**src/rtl/data_bus_pkg.sv**
```systemverilog
// Shared constants for the data-side bus responder.
// MMIO map, KEY_STATUS layout and region decode type.
package data_bus_pkg;

  localparam logic [31:0] MMIO_BASE       = 32'h8000_0000;
  localparam logic [31:0] KEY_STATUS_ADDR = MMIO_BASE + 32'h00;
  localparam logic [31:0] KEY_DATA_ADDR   = MMIO_BASE + 32'h04;
  localparam logic [31:0] KEY_POP_ADDR    = MMIO_BASE + 32'h08;
  localparam logic [31:0] DISP_ADDR       = MMIO_BASE + 32'h0C;
  localparam logic [31:0] CYCLES_ADDR     = MMIO_BASE + 32'h10;

  localparam int STAT_NONEMPTY = 0;
  localparam int STAT_FULL     = 1;
  localparam int STAT_CNT_LSB  = 4;
  localparam int STAT_CNT_MSB  = 7;
  localparam int STAT_OVF      = 8;

  typedef enum logic [2:0] {
    REG_NONE,
    REG_RAM,
    REG_KSTAT,
    REG_KDATA,
    REG_KPOP,
    REG_DISP,
    REG_CYCLES
  } region_e;

  function automatic logic [31:0] key_status(
    input logic       nonempty,
    input logic       full,
    input logic       ovf,
    input logic [3:0] cnt
  );
    logic [31:0] s;
    s = '0;
    s[STAT_NONEMPTY] = nonempty;
    s[STAT_FULL] = full;
    s[STAT_CNT_MSB:STAT_CNT_LSB] = cnt;
    s[STAT_OVF] = ovf;
    return s;
  endfunction

endpackage

```
**src/rtl/data_bus_responder_key_fifo.sv**
```systemverilog
// Keypad input queue: circular buffer with count and sticky overflow.
// A pop frees a slot for a same-cycle push, so full+push+pop never overflows.
module key_fifo #(
  parameter int FIFO_DEPTH = 4
) (
  input  logic                        clk,
  input  logic                        reset,
  input  logic                        push,
  input  logic [7:0]                  push_data,
  input  logic                        pop,
  input  logic                        clr_ovf,
  output logic [7:0]                  head,
  output logic [$clog2(FIFO_DEPTH):0] count,
  output logic                        full,
  output logic                        empty,
  output logic                        overflow
);
  import data_bus_pkg::*;

  localparam int PW = $clog2(FIFO_DEPTH);
  localparam logic [PW:0] DEPTH_C = (PW+1)'(FIFO_DEPTH);

  logic [7:0]    mem [FIFO_DEPTH];
  logic [PW-1:0] rd_ptr;
  logic [PW-1:0] wr_ptr;
  logic          do_push;
  logic          do_pop;
  logic          ovf_set;

  assign full    = (count == DEPTH_C);
  assign empty   = (count == '0);
  assign do_pop  = pop && !empty;
  assign do_push = push && (!full || do_pop);
  assign ovf_set = push && full && !pop;
  assign head    = empty ? 8'h00 : mem[rd_ptr];

  always_ff @(posedge clk) begin
    if (do_push) mem[wr_ptr] <= push_data;
  end

  always_ff @(posedge clk or negedge reset) begin
    if (!reset) begin
      rd_ptr   <= '0;
      wr_ptr   <= '0;
      count    <= '0;
      overflow <= 1'b0;
    end else begin
      if (do_push) wr_ptr <= wr_ptr + 1'b1;
      if (do_pop)  rd_ptr <= rd_ptr + 1'b1;
      unique case ({do_push, do_pop})
        2'b10:   count <= count + 1'b1;
        2'b01:   count <= count - 1'b1;
        default: count <= count;
      endcase
      // set wins over a same-cycle clear
      if (ovf_set)      overflow <= 1'b1;
      else if (clr_ovf) overflow <= 1'b0;
    end
  end

endmodule

```
**src/rtl/data_bus_responder.sv**
```systemverilog
// Data-port memory end of the single-cycle core: word RAM plus
// calculator MMIO (keypad queue, display, cycle counter).
module data_bus_responder #(
  parameter int RAM_WORDS  = 64,
  parameter int FIFO_DEPTH = 4
) (
  input  logic        clk,
  input  logic        reset,
  input  logic [31:0] addr,
  input  logic        memwrite,
  input  logic [31:0] writedata,
  output logic [31:0] readdata,
  input  logic        key_valid,
  input  logic [7:0]  key_code,
  output logic [31:0] disp
);
  import data_bus_pkg::*;

  localparam int AW = (RAM_WORDS > 1) ? $clog2(RAM_WORDS) : 1;
  localparam int CW = $clog2(FIFO_DEPTH) + 1;
  localparam logic [31:0] RAM_BYTES = 32'(4 * RAM_WORDS);

  logic [31:0] ram [RAM_WORDS];
  logic [31:0] cycles;
  logic [AW-1:0] ram_idx;
  region_e     region;

  logic          kf_pop;
  logic          kf_clr;
  logic [7:0]    kf_head;
  logic [CW-1:0] kf_count;
  logic          kf_full;
  logic          kf_empty;
  logic          kf_ovf;

  assign ram_idx = addr[AW+1:2];

  // bits [1:0] ignored: word access only
  always_comb begin
    region = REG_NONE;
    if (addr < RAM_BYTES)
      region = REG_RAM;
    else begin
      unique case ({addr[31:2], 2'b00})
        KEY_STATUS_ADDR: region = REG_KSTAT;
        KEY_DATA_ADDR:   region = REG_KDATA;
        KEY_POP_ADDR:    region = REG_KPOP;
        DISP_ADDR:       region = REG_DISP;
        CYCLES_ADDR:     region = REG_CYCLES;
        default:         region = REG_NONE;
      endcase
    end
  end

  assign kf_pop = memwrite && (region == REG_KPOP);
  assign kf_clr = kf_pop && writedata[1];

  key_fifo #(
    .FIFO_DEPTH(FIFO_DEPTH)
  ) u_key_fifo (
    .clk      (clk),
    .reset    (reset),
    .push     (key_valid),
    .push_data(key_code),
    .pop      (kf_pop),
    .clr_ovf  (kf_clr),
    .head     (kf_head),
    .count    (kf_count),
    .full     (kf_full),
    .empty    (kf_empty),
    .overflow (kf_ovf)
  );

  always_comb begin
    readdata = '0;
    unique case (region)
      REG_RAM:    readdata = ram[ram_idx];
      REG_KSTAT:  readdata = key_status(!kf_empty, kf_full,
                                        kf_ovf, 4'(kf_count));
      REG_KDATA:  readdata = {24'h0, kf_head};
      REG_DISP:   readdata = disp;
      REG_CYCLES: readdata = cycles;
      default:    readdata = '0;
    endcase
  end

  always_ff @(posedge clk) begin
    if (memwrite && region == REG_RAM) ram[ram_idx] <= writedata;
  end

  always_ff @(posedge clk or negedge reset) begin
    if (!reset) begin
      disp   <= '0;
      cycles <= '0;
    end else begin
      cycles <= cycles + 32'd1;
      if (memwrite && region == REG_DISP) disp <= writedata;
    end
  end

endmodule

```
**config.mk**
```make
export PLATFORM = sky130hd
export DESIGN_NAME = data_bus_responder
export DESIGN_NICKNAME = d
export VERILOG_FILES = /design/src/rtl/data_bus_pkg.sv /design/src/rtl/data_bus_responder_key_fifo.sv /design/src/rtl/data_bus_responder.sv
export SDC_FILE = /design/constraint.sdc
export NUM_CORES = 2
export LEC_CHECK = 0
export ABC_CLOCK_PERIOD_IN_PS = 6400
export BUFFER_PORTS_ARGS = -buffer_cell sky130_fd_sc_hd__buf_2
export CAP_MARGIN = 30
export CORE_MARGIN = 3
export CORE_UTILIZATION = 25
export CTS_BUF_LIST = sky130_fd_sc_hd__clkbuf_16
export CTS_CLUSTER_DIAMETER = 50
export DETAILED_ROUTE_END_ITERATION = 6
export PLACE_DENSITY_LB_ADDON = 0.25
export SYNTH_ARGS = -nofsm -noshare
export SYNTH_HDL_FRONTEND = slang
export SYNTH_SLANG_ARGS = --single-unit
```
**constraint.sdc**
```tcl
create_clock -name clk -period 6.4 [get_ports clk]
set_input_delay 0.96 -clock clk [delete_from_list [all_inputs] [get_ports clk]]
set_output_delay 0.96 -clock clk [all_outputs]
set_load 0.005 [all_outputs]
```
==> key figures <==
Status
  – Status: complete, no violations

Global route
  – First-pass GRT wire length: 368000 um
  – GRT Overall Usage: 0.154
  – Largest net degree at the start of global routing: 78
  – Vias in the first global route: 43467
  – Overflow after GRT: 0
  – Initial antenna violation count: 22

Placed design
  – DP Cell Count: 8518
  – Setup WS pre-CTS: 0.783 ns
  – Routability cong.: 0.803
  – Port bufs: 137
  – HPWL Detailed: 165000 um
  – Placement Cell Area: 0.0916 mm^2

Floorplanning
  – I/O pin cnt: 140
  – Row cnt: 211
  – Starting Density: 0.252
  – Floorplan core area: 0.332 mm^2
  – Die width: 585 um
  – Die Ht: 585 um
  – Die footprint: 0.342 mm^2

Worst setup path
  – Startpoint types: input port
  – Worst path top cell family by delay: simple AND/OR/NAND/NOR gates
  – Crit-path cells: buf_2, nor4_1, nand4_1, or3_2, buf_4, a221oi_1, nand4_1, o21ai_0, buf_2
  – Slowest CP cell: or3_2
  – Critical Setup Path Class: in2out
  – WP depth: 9
  – Worst setup EP type: output pin
  – Critical Path AT: 4.77 ns
  – CP peak stage delay: 0.83 ns
  – Max Fanout on Critical Path: 18
  – R2R depth: 6
  – Critical path data required time: 5.44 ns
  – Critical path buffer and inverter count: 3

Min path
  – Hold WC Path Type: in2async

Job
  – Max-cap viol count: 0

Clock tree
  – CTS tree: done
  – CTS sink cnt: 2152
  – Cts repair resizes: 0
  – TritonCTS buffer count: 239
  – Hold Buf Count CTS: 0
  – Post-CTS Setup Repair Bufs: 0
  – Clock-pin slew on the worst setup and hold paths: 0.06 ns
  – Max clock buf depth: 4
  – CTS HTree Levels: 4
  – Clk_lat worst skew: 0.90 ns
  – CTS Root Cell: clkbuf_16

Synthesis
  – Mapped Nets: 4094
  – #FFs+latches synth: 2152
  – Synth Area in XOR/XNOR: 0.00366
  – Post-Syn Instances: 4012
  – Cell Area, Synth: 0.0837 mm^2
  – Top_reg_cell synth: edfxtp_1
  – Post-synth EDFFs: 2080
  – Post-synth cell types: 67
  – Async SR Flop Fraction: 0.0335
  – Ys Warns: 0
  – Post-synthesis compound-gate area fraction: 0.0359
  – Post-synthesis simple-gate area fraction: 0.0219
  – Main combinational cell family by area after synthesis: multiplexers
  – Mux cell area share after synthesis: 0.152
  – Adder-cell share of the synthesized area: 0.000986
  – Syn_area_per_cell: 20.9 um^2
  – Seq/Total Area, Yosys: 0.767

Route
  – Drt first pass iters: 5
  – First DRT Iteration DRCs: 5144
  – Post-detailed-route DRC marker count: 0
  – Via density: 4.81
  – Via count: 43074
  – Antenna viol nets, final: 0
  – Drt wl/cell: 30.0 um
  – Routed wire length: 269000 um

STA
  – Slew Viols, Final: 0
  – Post-route setup TNS: 0 ns
  – Worst Tran Pin Value: 0.989 ns
  – Fmax: 0.174 GHz
  – Final setup viols: 0
  – RSZ-0062 raised after global routing: no
  – Final Hold Viols: 0
  – Slew margin rel.: 0.339
  – Setup Skew: 0.0471 ns
  – Slack of the critical path: 0.666 ns
  – Tcrit/Tclk final: 0.896
  – Final min period: 5.73 ns

Power
  – Clock share of power: 0.436
  – Leakage power: 0.0318 uW
  – Sw Pwr: 6660 uW
  – Reg power frac: 0.515
  – Internal power contribution: 23500 uW
  – Overall power: 30200 uW
  – Sw Ratio: 0.221
  – Comb pwr share: 0.049
  – Pwr Density: 305 mW/mm^2
  – Peak supply drop: 0.000254 V

Layout
  – Final instance area: 0.0990 mm^2
  – Final #Nets: 4476
  – Layout cell share with drive strength beyond 1: 0.268
  – P&R area growth vs syn: 18.3%
  – Fin cells: 8958
-- cells in the final DEF, fill, tap and decap left out, drive strengths merged, types with 64 or more instances in the layout --
master	n
clkinv	90
dfrtp	72
inv	78
clkbuf	240
a22oi	115
buf	376
edfxtp	2080
mux4	390
nand2	86
nor2	93
mux2	64
mux2i	324
nand3	93
-- area by class of cell --
type | count | area, um^2
Inverter | 5 | 18.8
Sequential cell | 2152 | 64300
Clock inverter | 190 | 1440
Antenna cell | 9 | 22.5
Fill cell | 32220 | 233000
Multi-Input combinational cell | 1620 | 18500
Tap cell | 4366 | 5460
Clock buffer | 240 | 6010
Timing Repair Buffer | 376 | 3310
-- final timing paths --
| kind | end | slack, ns | from |
|---|---|---|---|
| setup / recovery | readdata[12] | 0.67 | addr[9] |
| hold / removal | disp[28] | 0.05 | reset |
| setup reg to reg | cycles[26] | 4.07 | cycles[8] |
| hold reg to reg | cycles[31] | 0.49 | cycles[31] |
| max in group asynchronous | cycles[18] | 5.32 | reset |
| min in group clk | u_key_fifo.mem[0][4] | 0.28 | key_code[4] |
-- per-layer routing --
metal | routed length, um | up-vias | GRT usage
met4 | 7440 | 8 | 0.0383
met2 | 126000 | 1490 | 0.244
li1 | - | 17620 | -
met1 | 120000 | 23579 | 0.219
met5 | 50 | - | 0
met3 | 16500 | 377 | 0.0258
-- cells in the mapped netlist, drive strengths merged (53+ instances only) --
cell,n,area [um^2]
edfxtp,2080,62500
buf,156,1170
nand2,86,323
mux2,64,721
clkbuf,79,297
o22ai,53,332
dfrtp,72,1800
nor2,93,357
o21ai,63,315
a22oi,115,863
mux4,390,8800
mux2i,324,3240
nand3,93,465
-- cell families (layout without fill, tap and decap cells) --
logic type / count (synthesis) / after routing
adders and majority gates: 6 / 6
other: 0 / 9
and+or+nand+nor: 377 / 377
buffers and inverters: 240 / 811
DFF: 2152 / 2152
muxes: 778 / 778
AOI/OAI and AO/OA: 424 / 424
xor gates and xnor gates: 35 / 35
-- through the flow --
step	hold WS, ns	util
final	0.0504	0.298
after global routing	0.0259	0.298
after CTS	0.00713	0.298
after detailed placement	0.472	0.276
after global placement	0.463	0.275
after floorplan	0.446	-
-- state kept, by name, indices dropped and copies added (netlist names) --
| signal | cells |
|---|---|
| u_key_fifo.overflow | 1 |
| u_key_fifo.rd_ptr | 2 |
| u_key_fifo.mem | 32 |
| u_key_fifo.wr_ptr | 2 |
| ram | 2048 |
| disp | 32 |
| cycles | 32 |
| u_key_fifo.count | 3 |
-- power by group through the flow --
stage          combinational [uW]  sequential [uW]  clock [uW]
5_1_grt                      1580            15500       14000
3_5_place_dp                 1500            15800           0
4_1_cts                      1510            15500       13500
6_report                     1480            15500       13200
3_3_place_gp                 1480            15800           0
2_1_floorplan                 790            15800           0
(Power assumes the default switching activity.)
